===== src/rtl/serdes_pkg.sv =====
// Shared constants and helpers for the serializer/deserializer family.
// FSM encodings and the bit-counter width function.
package serdes_pkg;

  localparam logic [0:0] ST_IDLE  = 1'b0;
  localparam logic [0:0] ST_SHIFT = 1'b1;

  // Smallest w with 2**w >= n, never less than 1 so counters stay legal.
  function automatic int unsigned cnt_width(input int unsigned n);
    int unsigned w;
    w = 0;
    for (int unsigned i = 0; i < 32; i++) begin
      if ((33'd1 << i) < 33'(n)) w = i + 1;
    end
    return (w == 0) ? 1 : w;
  endfunction

endpackage


===== src/rtl/piso_hold_reg.sv =====
// One-word holding buffer with valid/ready load side and a take strobe
// used by the shifter to consume the buffered word.
module piso_hold_reg
  import serdes_pkg::*;
#(
  parameter int unsigned WIDTH = 16
) (
  input  logic             clk,
  input  logic             clr_n,
  input  logic             load_valid,
  output logic             load_ready,
  input  logic [WIDTH-1:0] load_data,
  input  logic             take,
  output logic [WIDTH-1:0] hold_data,
  output logic             hold_full
);

  logic [WIDTH-1:0] r_data;
  logic             r_empty;
  logic             w_accept;

  assign w_accept = load_valid && r_empty;

  // take only happens while full, so it can never collide with an accept
  always_ff @(posedge clk or negedge clr_n) begin
    if (!clr_n) begin
      r_data  <= '0;
      r_empty <= 1'b1;
    end else begin
      if (w_accept) begin
        r_data  <= load_data;
        r_empty <= 1'b0;
      end else if (take) begin
        r_empty <= 1'b1;
      end
    end
  end

  assign load_ready = r_empty;
  assign hold_data  = r_data;
  assign hold_full  = !r_empty;

endmodule


===== src/rtl/piso_serializer.sv =====
// Parallel-in/serial-out serializer with a one-word holding buffer,
// gapless back-to-back frames, selectable bit order and frame markers.
module piso_serializer
  import serdes_pkg::*;
#(
  parameter int unsigned WIDTH     = 16,
  parameter bit          LSB_FIRST = 1'b0
) (
  input  logic             clk,
  input  logic             clr_n,
  input  logic             en,
  input  logic             load_valid,
  output logic             load_ready,
  input  logic [WIDTH-1:0] parallel_in,
  output logic             serial_out,
  output logic             serial_valid,
  output logic             frame_start,
  output logic             frame_end
);

  localparam int unsigned      CNT_W    = cnt_width(WIDTH);
  localparam logic [CNT_W-1:0] CNT_LAST = CNT_W'(WIDTH - 1);

  logic [0:0]       r_state;
  logic [0:0]       w_state_nxt;
  logic [WIDTH-1:0] r_sr;
  logic [WIDTH-1:0] w_sr_nxt;
  logic [WIDTH-1:0] w_sr_shifted;
  logic [CNT_W-1:0] r_cnt;
  logic [CNT_W-1:0] w_cnt_nxt;
  logic             w_take;
  logic             w_hold_full;
  logic [WIDTH-1:0] w_hold_data;
  logic             w_shift_nxt;
  logic             w_bit_nxt;

  logic r_serial_out;
  logic r_serial_valid;
  logic r_frame_start;
  logic r_frame_end;

  piso_hold_reg #(
    .WIDTH(WIDTH)
  ) u_hold (
    .clk        (clk),
    .clr_n      (clr_n),
    .load_valid (load_valid),
    .load_ready (load_ready),
    .load_data  (parallel_in),
    .take       (w_take),
    .hold_data  (w_hold_data),
    .hold_full  (w_hold_full)
  );

  // Move one place toward the output end, zero-filling behind.
  always_comb begin
    w_sr_shifted = '0;
    if (LSB_FIRST) w_sr_shifted = {1'b0, r_sr[WIDTH-1:1]};
    else           w_sr_shifted = {r_sr[WIDTH-2:0], 1'b0};
  end

  // Next-state, shifter and counter decode.
  always_comb begin
    w_state_nxt = r_state;
    w_sr_nxt    = r_sr;
    w_cnt_nxt   = r_cnt;
    w_take      = 1'b0;
    case (r_state)
      ST_IDLE: begin
        if (w_hold_full && en) begin
          w_take      = 1'b1;
          w_sr_nxt    = w_hold_data;
          w_cnt_nxt   = '0;
          w_state_nxt = ST_SHIFT;
        end
      end
      ST_SHIFT: begin
        if (en) begin
          if (r_cnt != CNT_LAST) begin
            w_sr_nxt  = w_sr_shifted;
            w_cnt_nxt = r_cnt + CNT_W'(1);
          end else if (w_hold_full) begin
            w_take    = 1'b1;
            w_sr_nxt  = w_hold_data;
            w_cnt_nxt = '0;
          end else begin
            w_state_nxt = ST_IDLE;
          end
        end
      end
      default: w_state_nxt = ST_IDLE;
    endcase
  end

  always_ff @(posedge clk or negedge clr_n) begin
    if (!clr_n) begin
      r_state <= ST_IDLE;
      r_sr    <= '0;
      r_cnt   <= '0;
    end else begin
      r_state <= w_state_nxt;
      r_sr    <= w_sr_nxt;
      r_cnt   <= w_cnt_nxt;
    end
  end

  assign w_shift_nxt = (w_state_nxt == ST_SHIFT);
  assign w_bit_nxt   = LSB_FIRST ? w_sr_nxt[0] : w_sr_nxt[WIDTH-1];

  // Outputs track the next state so they line up exactly with r_state/r_cnt.
  always_ff @(posedge clk or negedge clr_n) begin
    if (!clr_n) begin
      r_serial_out   <= 1'b0;
      r_serial_valid <= 1'b0;
      r_frame_start  <= 1'b0;
      r_frame_end    <= 1'b0;
    end else begin
      r_serial_out   <= w_shift_nxt && w_bit_nxt;
      r_serial_valid <= w_shift_nxt;
      r_frame_start  <= w_shift_nxt && (w_cnt_nxt == '0);
      r_frame_end    <= w_shift_nxt && (w_cnt_nxt == CNT_LAST);
    end
  end

  assign serial_out   = r_serial_out;
  assign serial_valid = r_serial_valid;
  assign frame_start  = r_frame_start;
  assign frame_end    = r_frame_end;

endmodule


===== config.mk =====
export PLATFORM = sky130hd
export DESIGN_NAME = piso_serializer
export DESIGN_NICKNAME = d
export VERILOG_FILES = /design/src/rtl/serdes_pkg.sv /design/src/rtl/piso_hold_reg.sv /design/src/rtl/piso_serializer.sv
export SDC_FILE = /design/constraint.sdc
export NUM_CORES = 1
export LEC_CHECK = 0
export ABC_AREA = 1
export CAP_MARGIN = 25
export CELL_PAD_IN_SITES_DETAIL_PLACEMENT = 0
export CELL_PAD_IN_SITES_GLOBAL_PLACEMENT = 1
export CORE_UTILIZATION = 42
export DETAILED_ROUTE_END_ITERATION = 8
export PLACE_DENSITY_LB_ADDON = 0.1
export SYNTH_ARGS = -nofsm -noshare
export SYNTH_HDL_FRONTEND = slang
export SYNTH_HIERARCHICAL = 1
export SYNTH_SLANG_ARGS = --single-unit
export TNS_END_PERCENT = 1

===== constraint.sdc =====
create_clock -name clk -period 1.9 [get_ports clk]
set_input_delay 0.38 -clock clk [delete_from_list [all_inputs] [get_ports clk]]
set_output_delay 0.38 -clock clk [all_outputs]
set_load 0.005 [all_outputs]

==> impl_metrics.toml, run 1 <==
[setup_path]
worstSetupPathType = "flip-flop to output port"
crit_buf_inv = 1
crit_path_top_delay_cell = "clkdlybuf4s50_1"
path_cells = "clkdlybuf4s50_1"
cp.required_ns = 1.52
rr_worst_depth = 8
crit_arrival_ns = 1.42
cpPeakStageDelay_ns = 0.58
r2r-start = "r_cnt[1]"
crit_path_start_kind = "flip-flop"
end_kind = "output port"
ff2ff_setup_slack_ns = 0.30
crit_fanout = 9
crit_family = "buffers and inverters"
worstReg2RegEnd = "frame_end"

[clocking]
h-tree-depth = 2
cts_root_buf = "clkbuf_8"
cts_buffer_depth = 2
numCtsBuffers = 5
cts_hold_buf = 0
cts.sinks = 41
path_clk_slew_ns = 0.08
ctsResizeCount = 0
worstSkewPairLatency_ns = 0.29
cts_tree = "yes"
post_cts_buffers = 0

[layout]
final_common_cell = "nand2_1"
areaGrowthSynthToFinish_pct = 16.8
drive_gt1_frac = 0.133
final_cell_mix = "68 x nand2_1, 40 x dfrtp_1, 24 x inv_1, 23 x nand3_1, 23 x clkdlybuf4s50_1"
diodes = 0
final_nets = 262
n_fill_cell = 432
fin_area_mm2 = 0.00233

[drt]
initialDrtViolationCount = 137
drcViolationCount = 0
antenna_left = 0
routedWlPerCell_um = 12.9
vias = 1469
first_pass_iters = 6
via_per_inst = 5.01
wl_um = 3780

[timing]
min_period_ns = 1.80
clock_skew_ns = 0.00287
slew_violations = 0
period_share = 0.949
timing.setup.tns_ns = 0
holdWs_ns = 0.134
tightest_slew_ns = 0.510
rsz0062_at_grt = "false"
fmax_mhz = 555
final-hold-violation-count = 0
maxSlewHeadroom = 0.660
setup_violations = 0

[logic_synthesis]
syn_inst = 216
ys_types = 26
synth_warnings = 6
syn-num-nets = 237
ys_seq_area_frac = 0.514
syn_area_mm2 = 0.00200
synth_area_per_cell_um2 = 9.24
ys_seq_elements = 41

[min_path]
min_path_type = "primary input to async pin"

[die]
coreArea_mm2 = 0.00447
row_count = 24
dieArea_mm2 = 0.00503
die_y_um = 71.0
start_util = 0.446
fp.dieW_um = 71.0
ios = 25

[job]
cap_violations = 0

[outcome]
outcome = "finished clean"

[pwr]
ir_drop_uv = 554
power_density_mw_per_mm2 = 1130
p_leak_uw = 0.00113

[global_routing]
gr-total-overflow = 0
antenna_found_initial = 0
grt_max_degree = 42
grt_pass1_wl_um = 6940
grt_pass1_vias = 1497
grt_usage = 0.181

[placement]
portBuffers = 24
gp_congestion = 0.832
placed_cell_area_mm2 = 0.00224
place_hpwl_um = 2710
## power by group
group | switching, uW | internal, uW | leakage, uW
Combinational | 422 | 314 | 0.000550
Clock | 288 | 287 | 0.0000433
Sequential | 183 | 1130 | 0.000532
## sequential cells by signal (all words and copies together), names as in the netlist
signal	cells
r_sr	16
frame_end	1
r_cnt	4
frame_start	1
serial_out	1
serial_valid	1
u_hold/hold_data	16
u_hold/load_ready	1
## layout make-up
type / instances / area (um2) / share of cell area
clock inverter: 1 / 7.51 / 0.00322
timing repair buffer: 29 / 285 / 0.122
clock buffer: 6 / 82.6 / 0.0354
tap: 52 / 65.1 / 0.0279
inverter: 26 / 97.6 / 0.0418
sequential: 41 / 1030 / 0.440
multi-input combinational: 138 / 767 / 0.329
## metrics by stage
stage	power, uW	instances	util	setup WS, ns
after floorplan	1860	216	-	0.338
after global placement	2050	286	0.501	0.204
after detailed placement	2080	286	0.501	0.150
after CTS	2660	293	0.521	0.0769
after global routing	2850	293	0.521	0.0437
final	2630	293	0.521	0.0973
## layer usage
metal | GRT usage | wire (um) | vias to the layer above
li1 | - | - | 746
met1 | 0.239 | 1820 | 690
met2 | 0.290 | 1750 | 27
met3 | 0.0442 | 140 | 6
met4 | 0.0667 | 65 | 0
met5 | 0 | 0 | -
## Yosys cell counts
| master | n | area, um2 |
|---|---|---|
| nand4_1 | 3 | 18.8 |
| nand2_8 | 2 | 40.0 |
| o21ai_0 | 1 | 5.00 |
| nand2_2 | 5 | 31.3 |
| xnor2_1 | 1 | 8.76 |
| inv_2 | 2 | 7.51 |
| nor2_1 | 9 | 33.8 |
| nand3_4 | 2 | 35.0 |
| a21oi_1 | 3 | 15.0 |
| o21ai_2 | 1 | 8.76 |
| dfstp_2 | 1 | 26.3 |
| o221ai_1 | 12 | 105 |
| nor2_8 | 1 | 20.0 |
| nand3_2 | 1 | 10.0 |
| nand2_4 | 1 | 11.3 |
| buf_4 | 5 | 37.5 |
| inv_1 | 24 | 90.1 |
| o221ai_2 | 1 | 15.0 |
| o211ai_2 | 1 | 12.5 |
| ha_1 | 1 | 12.5 |
| dfrtp_1 | 40 | 1000 |
| buf_6 | 6 | 67.6 |
| nand3b_1 | 1 | 7.51 |
| nor2_2 | 1 | 6.26 |
| nand2_1 | 68 | 255 |
| nand3_1 | 23 | 115 |
## worst max-delay path by stage
stage | to | slack (ns) | startpoint | cells after the start
finish | serial_valid | 0.1 | serial_valid | 1
detailed placement | frame_end | 0.15 | en | 8
CTS | serial_valid | 0.08 | serial_valid | 1
floorplan | frame_end | 0.34 | u_hold/load_ready | 9
global route | serial_valid | 0.04 | serial_valid | 1
global placement | frame_end | 0.20 | en | 8
## kinds of logic after synthesis
kind of cell | share of synthesized area
XOR/XNOR | 0.00439
AO/OA/AOI/OAI | 0.0808
adder cells (fa/ha/maj) | 0.00626
buffers and inverters | 0.102
flip-flops | 0.514
AND/OR/NAND/NOR | 0.293
Power figures use the tool's default switching activity.
==> run 2: changes to the inputs <==
Settings changed: CAP_MARGIN 25 to not set, GPL_TIMING_DRIVEN set to 0.
Clock period 1.9 ns to 1.7 ns, I/O delays scaled along.
==> run 2 against run 1 <==
Net effect:
- the flow now finishes with violations (design-rule violations)
- clock skew barely moved
- global-route usage fell by 0.31 points
- worst hold slack improved by 0.19 ns
- cell area is 3.2% higher
- routed wire length down 4.3%
- combinational power grew 21%
- power grew 14%
- critical path depth rose by 9
- count of clock-buffer cells in the layout increased by 1
- core utilization grew 1.7 points
- die area did not move
- first-iteration DRC count shrank 64%
- largest power group unchanged
==> impl_metrics.toml, run 2 (same netlist as run 1, synthesis figures left out) <==
[job]
cap_violations = 0

[timing]
final-hold-violation-count = 0
clock_skew_ns = 0.00255
timing.setup.tns_ns = 0
rsz0062_at_grt = "false"
period_share = 0.915
setup_violations = 0
fmax_mhz = 643
slew_violations = 0
min_period_ns = 1.56
setup_ws_ns = 0.144
maxSlewHeadroom = 0.799
tightest_slew_ns = 0.302

[die]
dieArea_mm2 = 0.00503
fp.dieW_um = 71.0
ios = 25
row_count = 24
start_util = 0.446
die_y_um = 71.0
coreArea_mm2 = 0.00447

[setup_path]
crit_path_top_delay_cell = "dfstp_2"
cp.required_ns = 1.89
endpoint = "frame_start"
crit_buf_inv = 4
end_kind = "flip-flop"
worstReg2RegEnd = "frame_start"
worstSetupPathType = "flip-flop to flip-flop"
rr_worst_depth = 10
crit_path_start_kind = "flip-flop"
cpPeakStageDelay_ns = 0.56
path_cells = "buf_12 -> inv_1 -> nand2_8 -> inv_2 -> nor2_2 -> nand2_1 -> nand3_2 -> inv_1 -> nand2_1 -> nor2_1"
crit_fanout = 19
crit_cells = 10
ff2ff_setup_slack_ns = 0.14
crit_arrival_ns = 1.75
crit_family = "flip-flops"
worstSetupStartpoint = "u_hold/load_ready"
r2r-start = "u_hold/load_ready"

[clocking]
cts.sinks = 41
path_clk_slew_ns = 0.08
h-tree-depth = 2
cts_root_buf = "clkbuf_8"
worstSkewPairLatency_ns = 0.29
cts_buffer_depth = 2
numCtsBuffers = 5
cts_tree = "yes"

[drt]
initialDrtViolationCount = 49
first_pass_iters = 6
drcViolationCount = 2
vias = 1469
via_per_inst = 4.91
routedWlPerCell_um = 12.1
antenna_left = 0
wl_um = 3620

[layout]
areaGrowthSynthToFinish_pct = 20.6
final_nets = 267
n_fill_cell = 437
final_cell_mix = "68 x nand2_1, 40 x dfrtp_1, 24 x inv_1, 23 x nand3_1, 20 x clkdlybuf4s50_1"
diodes = 0
drive_gt1_frac = 0.158
fin_area_mm2 = 0.00241
regArea_mm2 = 0.00103
final_common_cell = "nand2_1"
multi_input_area_um2 = 769

[placement]
placed_cell_area_mm2 = 0.00230
place_hpwl_um = 2660
gp_congestion = 0.759
pre_cts_ws_ns = -0.0934
portBuffers = 22

[global_routing]
gr-total-overflow = 0
grt_pass1_wl_um = 6930
antenna_found_initial = 0
grt_pass1_vias = 1461
grt_max_degree = 31
grt_usage = 0.177

[pwr]
power_density_mw_per_mm2 = 1240
ir_drop_uv = 538
p_leak_uw = 0.00118

[min_path]
hp-start = "load_valid"
min_path_type = "primary input to flip-flop"

[outcome]
failed_checks = "design-rule violations"
outcome = "finished with violations"
==> run 2: worst min-delay path, cell delays in order <==
cell     delay, ns
buf_6         0.12
nand3_1       0.08
nand2_1       0.04
==> run 2: worst min path at each step <==
stage | depth (start not counted) | endpoint
CTS | 3 | u_hold/hold_data[0]
floorplan | 0 | frame_end
global route | 3 | u_hold/hold_data[0]
global placement | 2 | u_hold/hold_data[14]
detailed placement | 1 | frame_end
finish | 3 | u_hold/hold_data[0]
==> run 2: repair_timing <==
action,CTS,global route
setup buffers,0,0
gates resized for setup,1,3
hold buffers,1,0
setup endpoints to repair,2,3
hold endpoints to repair,11,0
==> run 2: final cells by class <==
type                       instances  area share
sequential                        41       0.427
multi-input combinational        138       0.320
timing repair buffer              24       0.103
buffer                            10      0.0442
inverter                          26      0.0405
clock buffer                       7      0.0359
tap                               52      0.0270
clock inverter                     1     0.00312
==> run 2: through the flow <==
step	power [uW]	instances	util	hold slack [ns]
detailed placement	2360	291	0.513	0.246
global route	3240	299	0.538	0.319
floorplan	2080	216	-	0.0444
finish	2990	299	0.538	0.322
global placement	2340	290	0.510	0.456
CTS	3030	299	0.536	0.316
==> run 2: report_power, final <==
| group | switching [uW] | internal (uW) | leakage (uW) |
|---|---|---|---|
| sequential | 166 | 1270 | 0.000532 |
| combinational | 496 | 395 | 0.000600 |
| clock | 338 | 330 | 0.0000445 |
| total | 999 | 1990 | 0.00118 |
==> run 2: routing by layer <==
metal  global-route usage  wire, um
met1                0.238      1790
met2                0.281      1690
met3               0.0427       100
met4               0.0667        40
met5                    0         0
==> run 3: changes to the inputs <==
Settings changed: MAX_ROUTING_LAYER set to met4.
==> run 3 against run 2 <==
Net effect:
- the flow still finishes with violations (design-rule violations)
- sequential cell count stayed put
- die area stayed put
- combinational power hardly changed
- fmax hardly changed
- clock power hardly changed
- global-route usage is 0.56 points higher
- largest cell class unchanged
==> impl_metrics.toml, run 3 (same netlist as run 1, synthesis figures left out) <==
[outcome]
outcome = "finished with violations"
failed_checks = "design-rule violations"

[global_routing]
grt_usage = 0.183
gr-total-overflow = 0
antenna_found_initial = 0
grt_pass1_wl_um = 6930
grt_max_degree = 31
grt_pass1_vias = 1461

[pwr]
power_uw = 2990
pwr-share-seq = 0.479
power_density_mw_per_mm2 = 1240
pwr-share-clk = 0.223
power_switching_uw = 999
p_sw_frac = 0.334
ir_drop_uv = 538
p_int_uw = 1990
pwr-share-comb = 0.298
p_leak_uw = 0.00118

[placement]
pre_cts_ws_ns = -0.0934
gp_congestion = 0.769
portBuffers = 22
place_hpwl_um = 2660

[clocking]
cts_root_buf = "clkbuf_8"
h-tree-depth = 2
numCtsBuffers = 5
cts.sinks = 41
path_clk_slew_ns = 0.08
cts_tree = "yes"
cts_buffer_depth = 2
worstSkewPairLatency_ns = 0.29

[setup_path]
cp.required_ns = 1.89
crit_fanout = 19
crit_path_top_delay_cell = "dfstp_2"
worstSetupPathType = "flip-flop to flip-flop"
path_cells = "buf_12 -> inv_1 -> nand2_8 -> inv_2 -> nor2_2 -> nand2_1 -> nand3_2 -> inv_1 -> nand2_1 -> nor2_1"
crit_arrival_ns = 1.75
end_kind = "flip-flop"
cpPeakStageDelay_ns = 0.56
crit_path_start_kind = "flip-flop"

[drt]
antenna_left = 0
first_pass_iters = 6
drcViolationCount = 2
initialDrtViolationCount = 54
vias = 1469
routedWlPerCell_um = 12.1
wl_um = 3620
via_per_inst = 4.91

[timing]
maxSlewHeadroom = 0.799
setup_violations = 0
min_period_ns = 1.56
timing.setup.tns_ns = 0
fmax_mhz = 643
tightest_slew_ns = 0.302
setup_ws_ns = 0.144
slew_violations = 0
final-hold-violation-count = 0
holdWs_ns = 0.322
clock_skew_ns = 0.00254
period_share = 0.915
rsz0062_at_grt = "false"

[die]
dieArea_mm2 = 0.00503
start_util = 0.446
row_count = 24
ios = 25
fp.dieW_um = 71.0
die_y_um = 71.0
coreArea_mm2 = 0.00447

[job]
cap_violations = 0

[layout]
final_common_cell = "nand2_1"
n_fill_cell = 437
multi_input_area_um2 = 769
drive_gt1_frac = 0.158
regArea_mm2 = 0.00103
final_nets = 267
areaGrowthSynthToFinish_pct = 20.6
diodes = 0
final_cell_mix = "68 x nand2_1, 40 x dfrtp_1, 24 x inv_1, 23 x nand3_1, 20 x clkdlybuf4s50_1"

[min_path]
min_path_type = "primary input to flip-flop"
## run 3: layout make-up
class / instances / share of cell area
Multi-Input combinational cell: 138 / 0.320
Inverter: 26 / 0.0405
Buffer: 10 / 0.0442
Clock buffer: 7 / 0.0359
Sequential cell: 41 / 0.427
Clock inverter: 1 / 0.00312
Timing Repair Buffer: 24 / 0.103
Tap cell: 52 / 0.0270
## run 3: final timing paths
kind / startpoint / end / slack, ns / cells past startpoint
max reg2reg: u_hold/load_ready / frame_start / 0.14 / 10
min in group asynchronous: clr_n / r_sr[6] / 0.46 / 2
min: load_valid / u_hold/hold_data[0] / 0.32 / 3
min reg2reg: u_hold/hold_data[0] / u_hold/hold_data[0] / 0.48 / 2
max: u_hold/load_ready / frame_start / 0.14 / 10
max in group asynchronous: clr_n / u_hold/load_ready / 0.72 / 3
## run 3: what timing repair did
| item | in CTS | in global routing |
|---|---|---|
| hold buffers | 1 | 0 |
| endpoints found under the setup margin | 2 | 3 |
| resized for setup | 1 | 3 |
| endpoints found under the hold margin | 11 | 0 |
| setup buffers | 0 | 0 |
## run 3: critical path: cells and delay by family, from the launching register on
family | cells | cell delay (ns)
flip-flops | 1 | 0.56
AND/OR/NAND/NOR | 6 | 0.51
buffers and inverters | 4 | 0.38
## run 3: per-stage QoR
stage | std cells | util | cell area [um2]
after detailed placement | 291 | 0.513 | 2300
after global placement | 290 | 0.510 | 2280
final | 299 | 0.538 | 2410
after CTS | 299 | 0.536 | 2400
after global routing | 299 | 0.538 | 2410
after floorplan | 216 | - | 2000
## run 3: routing by layer
layer  vias up  track usage  part of all wire
li1        759            -                 -
met1       682        0.238              0.49
met2        24        0.281              0.47
met3         4       0.0427             0.028
met4         0       0.0667             0.011
met5         -            -                 0
## run 3: power by group through the flow
stage | registers (uW) | logic [uW] | clock network (uW)
floorplan | 1420 | 663 | 0
global placement | 1450 | 893 | 0
detailed placement | 1450 | 906 | 0
CTS | 1430 | 904 | 696
global route | 1470 | 1030 | 739
finish | 1430 | 891 | 668
